--- src/rtl/async_fifo_pkg.sv ---
// -----------------------------------------------------------------------------
// async_fifo_pkg
// Shared constants and pointer-compare helpers for the async_fifo block.
//   DATA_WIDTH : default stored word width (bits)
//   ADDR_WIDTH : default address width; depth = 2**ADDR_WIDTH
//   ptr_empty  : pointers identical (wrap bit included)
//   ptr_full   : wrap bits differ, address bits equal
// Pointers are passed zero-extended to 32 bits together with the address
// width, so one pair of helpers serves every parameterisation.
// -----------------------------------------------------------------------------
package async_fifo_pkg;

    localparam int unsigned DATA_WIDTH = 8;
    localparam int unsigned ADDR_WIDTH = 4;

    // Only the low aw+1 bits of each pointer are significant.
    function automatic logic ptr_empty(input logic [31:0] wr_ptr,
                                       input logic [31:0] rd_ptr,
                                       input int unsigned aw);
        logic [31:0] span;
        span = (32'd1 << (aw + 1)) - 32'd1;
        return ((wr_ptr ^ rd_ptr) & span) == '0;
    endfunction

    // Full when the XOR of the pointers is exactly the wrap bit.
    function automatic logic ptr_full(input logic [31:0] wr_ptr,
                                      input logic [31:0] rd_ptr,
                                      input int unsigned aw);
        logic [31:0] span;
        span = (32'd1 << (aw + 1)) - 32'd1;
        return ((wr_ptr ^ rd_ptr) & span) == (32'd1 << aw);
    endfunction

endpackage

--- src/rtl/fifo_mem.sv ---
// -----------------------------------------------------------------------------
// fifo_mem
// Storage array for async_fifo: 2**addr_width words of data_width bits.
// Synchronous write port, asynchronous (combinational) read port; the parent
// registers the read data. Contents are never reset.
//   clk   : write clock
//   we    : write enable
//   waddr : write address
//   wdata : write data
//   raddr : read address
//   rdata : combinational read data at raddr
// -----------------------------------------------------------------------------
module fifo_mem
    import async_fifo_pkg::*;
#(
    parameter int unsigned data_width = DATA_WIDTH,
    parameter int unsigned addr_width = ADDR_WIDTH
) (
    input  logic                  clk,
    input  logic                  we,
    input  logic [addr_width-1:0] waddr,
    input  logic [data_width-1:0] wdata,
    input  logic [addr_width-1:0] raddr,
    output logic [data_width-1:0] rdata
);

    localparam int unsigned depth = 1 << addr_width;

    logic [data_width-1:0] mem [0:depth-1];

    always_ff @(posedge clk) begin
        if (we) begin
            mem[waddr] <= wdata;
        end
    end

    assign rdata = mem[raddr];

endmodule

--- src/rtl/async_fifo.sv ---
// -----------------------------------------------------------------------------
// async_fifo
// Single-clock FIFO of 2**addr_width words with a registered read port.
// Binary pointers carry one extra wrap bit; full/empty are decoded
// combinationally from the registered pointers.
//   clk      : clock, all state on rising edge
//   rst      : asynchronous active-low reset (clears pointers and data_out)
//   data_in  : write data
//   wr_en    : write request, accepted when not full
//   full     : FIFO holds 2**addr_width words
//   data_out : registered read data, holds when no read is accepted
//   rd_en    : read request, accepted when not empty
//   empty    : FIFO holds no words
// Optional (macro ASYNC_FIFO_ERR_FLAGS_EN defined):
//   overflow  : sticky, set by a write attempt while full
//   underflow : sticky, set by a read attempt while empty
// -----------------------------------------------------------------------------
module async_fifo
    import async_fifo_pkg::*;
#(
    parameter int unsigned data_width = DATA_WIDTH,
    parameter int unsigned addr_width = ADDR_WIDTH
) (
    input  logic                  clk,
    input  logic                  rst,
    input  logic [data_width-1:0] data_in,
    input  logic                  wr_en,
    output logic                  full,
    output logic [data_width-1:0] data_out,
    input  logic                  rd_en,
    output logic                  empty
`ifdef ASYNC_FIFO_ERR_FLAGS_EN
    ,
    output logic                  overflow,
    output logic                  underflow
`endif
);

    logic [addr_width:0]   wr_ptr;
    logic [addr_width:0]   rd_ptr;
    logic [data_width-1:0] rd_data;
    logic                  wr_ok;
    logic                  rd_ok;

    assign empty = ptr_empty(32'(wr_ptr), 32'(rd_ptr), addr_width);
    assign full  = ptr_full(32'(wr_ptr), 32'(rd_ptr), addr_width);

    // Acceptance uses the flags of the current pointers, so a blocked
    // request stays blocked even if the opposite side moves this cycle.
    assign wr_ok = wr_en && !full;
    assign rd_ok = rd_en && !empty;

    fifo_mem #(
        .data_width (data_width),
        .addr_width (addr_width)
    ) u_mem (
        .clk   (clk),
        .we    (wr_ok),
        .waddr (wr_ptr[addr_width-1:0]),
        .wdata (data_in),
        .raddr (rd_ptr[addr_width-1:0]),
        .rdata (rd_data)
    );

    always_ff @(posedge clk or negedge rst) begin
        if (!rst) begin
            wr_ptr   <= '0;
            rd_ptr   <= '0;
            data_out <= '0;
        end else begin
            if (wr_ok) begin
                wr_ptr <= wr_ptr + 1'b1;
            end
            if (rd_ok) begin
                rd_ptr   <= rd_ptr + 1'b1;
                data_out <= rd_data;
            end
        end
    end

`ifdef ASYNC_FIFO_ERR_FLAGS_EN
    always_ff @(posedge clk or negedge rst) begin
        if (!rst) begin
            overflow  <= 1'b0;
            underflow <= 1'b0;
        end else begin
            if (wr_en && full) begin
                overflow <= 1'b1;
            end
            if (rd_en && empty) begin
                underflow <= 1'b1;
            end
        end
    end
`endif

endmodule

--- config.mk ---
export PLATFORM = sky130hd
export DESIGN_NAME = async_fifo
export DESIGN_NICKNAME = d
export VERILOG_FILES = /design/src/rtl/async_fifo_pkg.sv /design/src/rtl/fifo_mem.sv /design/src/rtl/async_fifo.sv
export SDC_FILE = /design/constraint.sdc
export NUM_CORES = 1
export LEC_CHECK = 0
export CAP_MARGIN = 20
export CELL_PAD_IN_SITES_DETAIL_PLACEMENT = 1
export CELL_PAD_IN_SITES_GLOBAL_PLACEMENT = 1
export CORE_MARGIN = 2
export CORE_UTILIZATION = 48
export DETAILED_ROUTE_END_ITERATION = 16
export GPL_ROUTABILITY_DRIVEN = 0
export PLACE_DENSITY = 0.84
export REMOVE_ABC_BUFFERS = 1
export SLEW_MARGIN = 20
export SYNTH_ARGS = -nofsm -noshare
export SYNTH_HDL_FRONTEND = slang
export SYNTH_SLANG_ARGS = --single-unit
--- constraint.sdc ---
create_clock -name clk -period 2.6 [get_ports clk]
set_input_delay 0.52 -clock clk [delete_from_list [all_inputs] [get_ports clk]]
set_output_delay 0.52 -clock clk [all_outputs]
set_load 0.01 [all_outputs]
==> results.py, run 1 <==
metrics = {
    "outcome": {
        "run_status": "complete, no violations",
    },
    "pwr": {
        "fin_total_pwr_mw": 8.081,
        "static-leakage-power_nw": 2.384,
        "powerDensity_nw_per_um2": 1166,
        "vdd_drop_max_mv": 0.4241,
    },
    "detailed_routing": {
        "drt_iter0_drc": 258,
        "drt-total-wl_um": 13290,
        "drcViolationCount": 0,
        "viasPerCell": 6.023,
        "dr_total_vias": 2921,
        "dr.pass1.iters": 4,
        "drtAntennaViolNets": 0,
        "routedWlPerCell_um": 27.39,
    },
    "critical_path": {
        "crit_arrival_ps": 2030,
        "cp-end-kind": "output pin",
        "cp_num_buf_inv": 1,
        "path_cells": "xnor2_1 > nand4_1 > nor2_1 > clkdlybuf4s50_1",
        "cp.depth": 4,
        "crit_slowest_cell": "clkdlybuf4s50_1",
        "path_class": "flip-flop to output pin",
        "cp.required_ps": 2080,
        "start_kind": "flip-flop",
        "cp_top_family": "buffers and inverters",
        "crit_path_max_fanout": 7,
        "slowest_delay_ps": 540,
        "r2r_cells": 6,
    },
    "logic_synthesis": {
        "synthesis.area_um2": 5928,
        "ys_warn_count": 0,
        "seq_area_frac_synth_pct": 72.44,
        "ys_types": 32,
        "avgSynthCellArea_um2": 20.73,
        "async_reset_ff_share_pct": 12.33,
        "ys_seq_elements": 146,
        "synth-main-ff-cell": "edfxtp_1",
        "syn_inst": 286,
        "synth-edff-count": 128,
    },
    "clock_tree": {
        "cts_buffers": 17,
        "cts_sinks": 146,
        "cts_root_buffer": "clkbuf_16",
        "htree_levels": 4,
        "cts_tree": "built",
        "clk_pin_slew_ps": 60,
        "ctsLongestPathBuffers": 2,
        "clkLatencyLatePin_ps": 430,
        "hold_buffers": 0,
    },
    "placed_design": {
        "dp_cells": 449,
        "port_buffers": 21,
        "dp_hpwl_um": 8361,
    },
    "die": {
        "core_area_um2": 12010,
        "dieArea_um2": 13250,
        "row_count": 40,
        "start_util_pct": 49.35,
        "die_y_um": 115.1,
        "io_pins": 22,
        "fp.dieW_um": 115.1,
    },
    "grt": {
        "track_usage_pct": 21.87,
        "grt_pass1_wl_um": 19890,
        "grt_max_degree": 36,
        "overflow": 0,
        "grt_pass1_vias": 3123,
        "antenna_found_initial": 0,
    },
    "timing": {
        "setup_viol": 0,
        "hold_ws_ps": 439.6,
        "tns_ps": 0,
        "maxSlewHeadroom_pct": 37.76,
        "min_period_ps": 2553,
        "hold_violations": 0,
        "finalCritPeriodShare_pct": 98.19,
        "skew_ps": 20.86,
        "drv_slew": 0,
        "max_freq_mhz": 391.7,
        "worst_slew_pin_slew_ps": 923.8,
    },
    "worst_hold_path": {
        "min_path_type": "input port to asynchronous set/reset pin",
    },
    "finish": {
        "post-route-util_pct": 57.70,
        "drive_gt1_share_pct": 24.26,
        "final_cell_count_no_fill": 485,
        "syn_to_final_growth_pct": 16.91,
        "fin_nets": 342,
        "antenna_cells": 0,
    },
    "job": {
        "cap_viol_max_count": 0,
    },
}
## cells in the mapped netlist (all sizes together) (4+ instances only)
library cell / n / area (um^2)
nor4b: 4 / 35.03
clkbuf: 10 / 41.29
dfrtp: 18 / 450.4
ha: 5 / 62.56
o211ai: 5 / 37.54
edfxtp: 128 / 3844
mux4: 32 / 750.7
xnor2: 13 / 113.9
mux2: 10 / 146.4
and4b: 8 / 80.08
a22oi: 16 / 120.1
buf: 7 / 71.31
nand2: 8 / 30.03
## metrics by stage
stage          area, um^2  setup slack [ps]
2_1_floorplan        5816            -948.9
3_3_place_gp         6339             218.3
3_5_place_dp         6339             137.3
4_1_cts              6923             18.96
5_1_grt              6930            -28.55
6_report             6930             47.04
## cell type report
class,instances,area [um^2]
inverters,3,11.26
clock inverters,7,85.08
flip-flops and latches,146,4298
multi-input cells,120,1535
well taps,147,183.9
fillers,1038,5081
clock buffers,25,475.5
repair buffers,37,341.6
## logic make-up (layout without fill, tap and decap cells)
| logic type | after synthesis | in the layout | synth area share [%] |
|---|---|---|---|
| AO/OA/AOI/OAI | 25 | 25 | 3.293 |
| XOR/XNOR | 14 | 14 | 2.068 |
| adder cells (fa/ha/maj) | 5 | 5 | 1.055 |
| buffers and inverters | 20 | 72 | 2.089 |
| flip-flops | 146 | 146 | 72.44 |
| multiplexers | 42 | 42 | 15.13 |
| AND/OR/NAND/NOR | 34 | 34 | 3.926 |
## where the power goes
group	total [mW]	switching, mW	internal (mW)
clock	2.34	0.883	1.45
combinational	2.61	1.35	1.26
sequential	3.14	0.216	2.92
## worst register-to-register path, cell delays in order, from the launching register on
cell	delay, ps
dfrtp_2	480
xnor2_1	220
nand4_1	230
buf_4	230
o21ai_0	720
nor4b_2	120
buf_4	220
## registers in the layout, summed over array words and instances (netlist names)
signal,flops
u_mem.mem,128
wr_ptr,5
data_out,8
rd_ptr,5
## final timing paths
check                                        start                        end  slack [ps]
max reg2reg                  rd_ptr[3]$_DFFE_PN0P_  u_mem.mem[2][6]$_DFFE_PP_         140
min                                            rst      rd_ptr[4]$_DFFE_PN0P_         440
max                          rd_ptr[3]$_DFFE_PN0P_                       full          50
min in group clk           data_out[7]$_DFFE_PN0P_    data_out[7]$_DFFE_PN0P_         510
min reg2reg                data_out[7]$_DFFE_PN0P_    data_out[7]$_DFFE_PN0P_         510
max in group asynchronous                      rst      rd_ptr[1]$_DFFE_PN0P_        1940
## layer usage
layer	vias up	wire, um	global-route usage [%]	share of wire [%]
met5	-	0	0	0
met4	0	140	8.835	1.1
met3	11	714	4.902	5.4
met2	106	7058	35.88	53
met1	1532	5372	28.65	40
li1	1272	-	-	-
## what timing repair did
| item | 4_1_cts | 5_1_grt |
|---|---|---|
| setup buffers | 3 | 1 |
| pin swaps | 1 | 0 |
| gates cloned | 0 | 0 |
| resized for setup | 3 | 0 |
| endpoints found under the setup margin | 2 | 9 |
## cells in the final DEF, fill, tap and decap left out, types with 2 or more instances in the layout
cell type	n
buf_4	15
mux4_1	8
edfxtp_1	128
clkbuf_8	2
mux4_2	24
and4b_1	8
nor2b_1	2
dfrtp_2	3
and4_1	3
clkbuf_1	6
clkbuf_16	17
xnor2_1	13
o211ai_1	5
and3_1	3
mux2_4	9
clkinv_2	2
inv_1	3
dfrtp_1	15
and2_1	2
bufinv_16	2
nand2_1	8
a22oi_1	16
nor2_1	3
ha_1	5
clkdlybuf4s50_1	20
clkinv_1	2
nor4b_2	4
No activity file was read; power rests on OpenSTA's default activity.
==> run 2, diff against run 1 <==
==> constraint.sdc (replaced) <==
create_clock -name clk -period 2.05 [get_ports clk]
set_input_delay 0.41 -clock clk [delete_from_list [all_inputs] [get_ports clk]]
set_output_delay 0.41 -clock clk [all_outputs]
set_load 0.01 [all_outputs]
==> run 2 against run 1 <==
  * Setup slack worse by 12 ps
  * Critical path depth is 1 higher
  * Flip-flop and latch count stayed put
  * Global-route usage is 0.36 points higher
  * Non-clock buffer count is 25 higher
  * Largest cell class unchanged
  * Via count is 3.0% higher
  * Hold slack worse by 83 ps
  * Wire length is 1.8% higher
  * Die area stayed put
  * Clock power is 37% higher
  * Power is 35% higher
==> results.py, run 2 (same netlist as run 1, synthesis figures left out) <==
metrics = {
    "clock_tree": {
        "clk_pin_slew_ps": 60,
        "ctsLongestPathBuffers": 2,
        "clkLatencyLatePin_ps": 420,
        "htree_levels": 4,
        "cts_sinks": 146,
        "cts_buffers": 17,
        "cts_tree": "built",
        "cts_root_buffer": "clkbuf_16",
    },
    "critical_path": {
        "cp-end-kind": "flip-flop",
        "cp.required_ps": 2350,
        "path_class": "flip-flop to flip-flop",
        "start_kind": "flip-flop",
        "path_cells": "buf_12 > mux4_1 > a22oi_2 > nand2_1 > mux2_4",
        "crit_path_max_fanout": 11,
        "crit_arrival_ps": 2310,
        "slowest_delay_ps": 580,
        "crit_slowest_cell": "mux4_1",
    },
    "grt": {
        "overflow": 0,
        "grt_pass1_vias": 3318,
        "antenna_found_initial": 0,
        "grt_max_degree": 23,
        "grt_pass1_wl_um": 20610,
        "track_usage_pct": 22.23,
    },
    "pwr": {
        "seqPwrFrac_pct": 36.0,
        "pwr-share-clk_pct": 29.3,
        "static-leakage-power_nw": 2.584,
        "comb_power_share_pct": 34.7,
        "p_sw_mw": 3.259,
        "powerDensity_nw_per_um2": 1489,
        "vdd_drop_max_mv": 0.6342,
        "internal_power_mw": 7.681,
        "swShare_pct": 29.79,
    },
    "detailed_routing": {
        "drt-total-wl_um": 13530,
        "routedWlPerCell_um": 26.53,
        "drtAntennaViolNets": 0,
        "viasPerCell": 5.898,
        "met1_length_um": 5885,
        "top_layer": "met4",
        "drcViolationCount": 0,
        "wl_met3_um": 527,
        "dr_total_vias": 3008,
        "wl_met2_um": 7027,
        "dr.pass1.iters": 4,
        "drt_iter0_drc": 341,
    },
    "timing": {
        "min_period_ps": 2015,
        "max_freq_mhz": 496.4,
        "finalCritPeriodShare_pct": 98.27,
        "tns_ps": 0,
        "hold_violations": 0,
        "setup_viol": 0,
        "drv_slew": 0,
        "maxSlewHeadroom_pct": 54.84,
        "hold_ws_ps": 357.0,
        "worst_slew_pin_slew_ps": 675.3,
        "skew_ps": 6.211,
    },
    "finish": {
        "fillers": 1015,
        "antenna_cells": 0,
        "largestRegisters": "u_mem.mem (128), data_out (8)",
        "largest_reg_flops": 128,
        "largest_register": "u_mem.mem",
        "mostFrequentLayoutCell": "edfxtp_1",
        "final_cell_mix": "edfxtp_1 (128), buf_4 (27), mux4_2 (25), clkdlybuf4s50_1 (19), clkbuf_16 (18)",
        "fin_nets": 367,
        "drive_gt1_share_pct": 33.33,
        "final_cell_count_no_fill": 510,
        "syn_to_final_growth_pct": 23.93,
    },
    "die": {
        "io_pins": 22,
        "die_y_um": 115.1,
        "dieArea_um2": 13250,
        "core_area_um2": 12010,
        "fp.dieW_um": 115.1,
        "row_count": 40,
        "start_util_pct": 49.35,
    },
    "worst_hold_path": {
        "min_path_type": "input port to asynchronous set/reset pin",
    },
    "outcome": {
        "run_status": "complete, no violations",
    },
    "job": {
        "cap_viol_max_count": 0,
    },
    "placed_design": {
        "port_buffers": 21,
        "dp_cells": 474,
        "dp_hpwl_um": 8657,
    },
}
run 2: per-stage QoR:
stage / total power [mW] / worst slack, ps / util [%] / cell area, um^2
finish: 10.94 / 35.48 / 61.17 / 7347
global route: 11.43 / -47.15 / 61.17 / 7347
CTS: 10.85 / 5.706 / 60.72 / 7293
detailed placement: 7.549 / -66.90 / 55.38 / 6651
global placement: 7.315 / 15.61 / 55.38 / 6651
floorplan: 5.983 / -1499 / - / 5816
run 2: layout make-up:
class / instances / area, um^2 / area share [%]
clock buffer: 17 / 425.4 / 5.790
tap: 147 / 183.9 / 2.503
multi-input combinational: 120 / 1560 / 21.24
inverter: 3 / 11.26 / 0.1533
clock inverter: 15 / 191.4 / 2.606
timing repair buffer: 62 / 679.4 / 9.247
sequential: 146 / 4295 / 58.46
run 2: timing repair:
| item | CTS | global route |
|---|---|---|
| hold buffers | 0 | 0 |
| resized for setup | 13 | 7 |
| setup endpoints to repair | 35 | 5 |
| cloned | 0 | 1 |
| pin swaps | 0 | 1 |
| buffers inserted | 2 | 1 |
run 2: final timing paths:
| path | start | cells past startpoint | endpoint | slack, ps |
|---|---|---|---|---|
| max in group asynchronous | rst | 2 | rd_ptr[0]$_DFFE_PN0P_ | 1440 |
| setup reg to reg | rd_ptr[0]$_DFFE_PN0P_ | 5 | data_out[7]$_DFFE_PN0P_ | 40 |
| min in group clk | data_out[2]$_DFFE_PN0P_ | 1 | data_out[2]$_DFFE_PN0P_ | 510 |
| setup / recovery | rd_ptr[0]$_DFFE_PN0P_ | 5 | data_out[7]$_DFFE_PN0P_ | 40 |
| hold reg to reg | data_out[2]$_DFFE_PN0P_ | 1 | data_out[2]$_DFFE_PN0P_ | 510 |
| hold / removal | rst | 2 | wr_ptr[2]$_DFFE_PN0P_ | 360 |
run 2: metal layers:
metal / up-vias / global-route usage (%)
li1: 1318 / -
met1: 1614 / 29.49
met2: 68 / 36.75
met3: 8 / 4.797
met4: 0 / 7.871
met5: - / 0
run 2: power by group through the flow:
stage | Combinational (mW) | Clock [mW] | Sequential [mW]
6_report | 3.79 | 3.21 | 3.94
5_1_grt | 4.08 | 3.37 | 3.98
4_1_cts | 3.67 | 3.25 | 3.93
3_5_place_dp | 3.57 | 0 | 3.97
3_3_place_gp | 3.38 | 0 | 3.94
2_1_floorplan | 1.76 | 0 | 4.23
run 2: critical path, delay by kind of cell, from the launching register on:
family | cells | cell delay [ps]
AO/OA/AOI/OAI | 1 | 260
AND/OR/NAND/NOR | 1 | 80
multiplexers | 2 | 850
flip-flops | 1 | 500
buffers and inverters | 1 | 200
==> run 3, diff against run 2 <==
--- a/config.mk
+++ b/config.mk
@@ -12,6 +12,7 @@
 export CORE_UTILIZATION = 48
 export DETAILED_ROUTE_END_ITERATION = 16
 export GPL_ROUTABILITY_DRIVEN = 0
+export GPL_TIMING_DRIVEN = 0
 export PLACE_DENSITY = 0.84
 export REMOVE_ABC_BUFFERS = 1
 export SLEW_MARGIN = 20
==> run 3 against run 2 <==
  * The flow now finishes with violations (setup timing)
  * Maximum frequency down 7.0%
  * Critical path depth grew 1
  * Cell count is 2.4% lower
  * Via count down 1.5%
  * Sequential share of layout area up 0.76 points
  * Utilization fell by 0.57 points
  * Register-to-register slack worse by 130 ps
  * Final area down 0.94%
  * Clock skew is 2.0 ps higher
  * Largest power group unchanged
==> results.py, run 3 (same netlist as run 1, synthesis figures left out) <==
metrics = {
    "detailed_routing": {
        "dr_total_vias": 2964,
        "drcViolationCount": 0,
        "routedWlPerCell_um": 27.43,
        "drt-total-wl_um": 13660,
        "viasPerCell": 5.952,
        "drtAntennaViolNets": 0,
        "dr.pass1.iters": 4,
        "drt_iter0_drc": 224,
    },
    "job": {
        "cap_viol_max_count": 0,
    },
    "die": {
        "row_count": 40,
        "start_util_pct": 49.35,
        "fp.dieW_um": 115.1,
        "die_y_um": 115.1,
        "dieArea_um2": 13250,
        "core_area_um2": 12010,
        "io_pins": 22,
    },
    "timing": {
        "max_freq_mhz": 461.8,
        "hold_violations": 0,
        "min_period_ps": 2166,
        "hold_ws_ps": 508.2,
        "skew_ps": 8.249,
        "setup_viol": 130,
        "rsz0062_at_grt": "true",
        "drv_slew": 0,
        "worst_slew_pin_slew_ps": 938.3,
        "finalCritPeriodShare_pct": 105.6,
        "maxSlewHeadroom_pct": 37.25,
        "fin_ws_ps": -115.5,
    },
    "clock_tree": {
        "ctsLongestPathBuffers": 2,
        "clkLatencyLatePin_ps": 420,
        "cts_root_buffer": "clkbuf_16",
        "htree_levels": 4,
        "cts_tree": "built",
        "cts_buffers": 17,
        "cts_sinks": 146,
        "clk_pin_slew_ps": 50,
    },
    "critical_path": {
        "cp.required_ps": 1640,
        "start_kind": "flip-flop",
        "cp-end-kind": "output pin",
        "crit_path_max_fanout": 3,
        "crit_arrival_ps": 1760,
        "path_class": "flip-flop to output pin",
    },
    "pwr": {
        "p_sw_mw": 3.295,
        "static-leakage-power_nw": 2.512,
        "seqPwrFrac_pct": 36.6,
        "comb_power_share_pct": 36.3,
        "vdd_drop_max_mv": 0.7050,
        "internal_power_mw": 7.677,
        "pwr-share-clk_pct": 27.1,
        "swShare_pct": 30.03,
        "powerDensity_nw_per_um2": 1507,
        "fin_total_pwr_mw": 10.97,
    },
    "grt": {
        "antenna_found_initial": 0,
        "grt_pass1_wl_um": 20710,
        "grt_max_degree": 19,
        "overflow": 0,
        "grt_pass1_vias": 3279,
        "track_usage_pct": 22.70,
    },
    "finish": {
        "antenna_cells": 0,
        "syn_to_final_growth_pct": 22.77,
        "largest_register": "u_mem.mem",
        "post-route-util_pct": 60.59,
        "drive_gt1_share_pct": 34.47,
        "design_area_um2": 7278,
        "largest_reg_flops": 128,
        "fin_nets": 356,
        "final_cell_mix": "edfxtp_1 (128), mux4_2 (25), buf_4 (21), clkdlybuf4s50_1 (19), clkbuf_16 (17)",
        "largestRegisters": "u_mem.mem (128), data_out (8)",
        "mostFrequentLayoutCell": "edfxtp_1",
    },
    "outcome": {
        "violations": "setup timing",
        "run_status": "finished, violations left",
    },
    "placed_design": {
        "dp_hpwl_um": 7839,
        "port_buffers": 21,
        "placed_cell_area_um2": 6297,
    },
    "worst_hold_path": {
        "min_path_type": "flip-flop to flip-flop",
    },
}
==> run 3: area by class of cell <==
cell class                      count  area [um^2]
Inverter                            3        11.26
Multi-Input combinational cell    120         1652
Timing Repair Buffer               51        561.8
Clock buffer                       23        447.9
Clock inverter                      8        111.4
Tap cell                          147        183.9
Sequential cell                   146         4310
Fill cell                        1007         4733
==> run 3: power by group through the flow <==
stage	logic, mW	registers [mW]	clock network [mW]
CTS	3.90	4.00	3.01
floorplan	1.76	4.23	0
detailed placement	2.72	4.37	0
global placement	2.45	4.37	0
finish	3.98	4.02	2.98
global route	4.24	4.06	3.13
==> run 3: final timing paths <==
kind	start	to	slack, ps	cells past startpoint
max reg2reg	rd_ptr[4]$_DFFE_PN0P_	u_mem.mem[10][5]$_DFFE_PP_	-90	3
min in group asynchronous	rst	wr_ptr[3]$_DFFE_PN0P_	520	1
max in group asynchronous	rst	rd_ptr[0]$_DFFE_PN0P_	850	1
max	rd_ptr[2]$_DFFE_PN0P_	full	-120	6
min reg2reg	data_out[3]$_DFFE_PN0P_	data_out[3]$_DFFE_PN0P_	510	1
min	data_out[3]$_DFFE_PN0P_	data_out[3]$_DFFE_PN0P_	510	1
==> run 3: through the flow <==
stage / std cells / setup WS (ps) / setup TNS (ps)
2_1_floorplan: 269 / -1499 / -145000
3_3_place_gp: 437 / -3076 / -298860
3_5_place_dp: 442 / -1194 / -127330
4_1_cts: 497 / -69.42 / -2387
5_1_grt: 498 / -239.5 / -20300
6_report: 498 / -115.5 / -6469
==> run 3: what timing repair did <==
item	in CTS	in global routing
hold buffers	0	0
setup buffers	22	1
pin swaps	7	0
resized for setup	49	7
endpoints found under the setup margin	148	139
cloned	2	0
==> run 3: layer usage <==
metal,track usage [%],wire length (um),vias to the layer above
li1,-,-,1293
met1,29.06,5727,1560
met2,36.39,6957,86
met3,5.957,622,25
met4,11.00,350,0
met5,0,0,-
==> run 3: critical path, stage by stage (launching register included) <==
cell     delay, ps
dfrtp_4        500
buf_16         150
xnor2_4        140
nand4_1        160
buf_4          180
nor2_1          70
buf_2          150
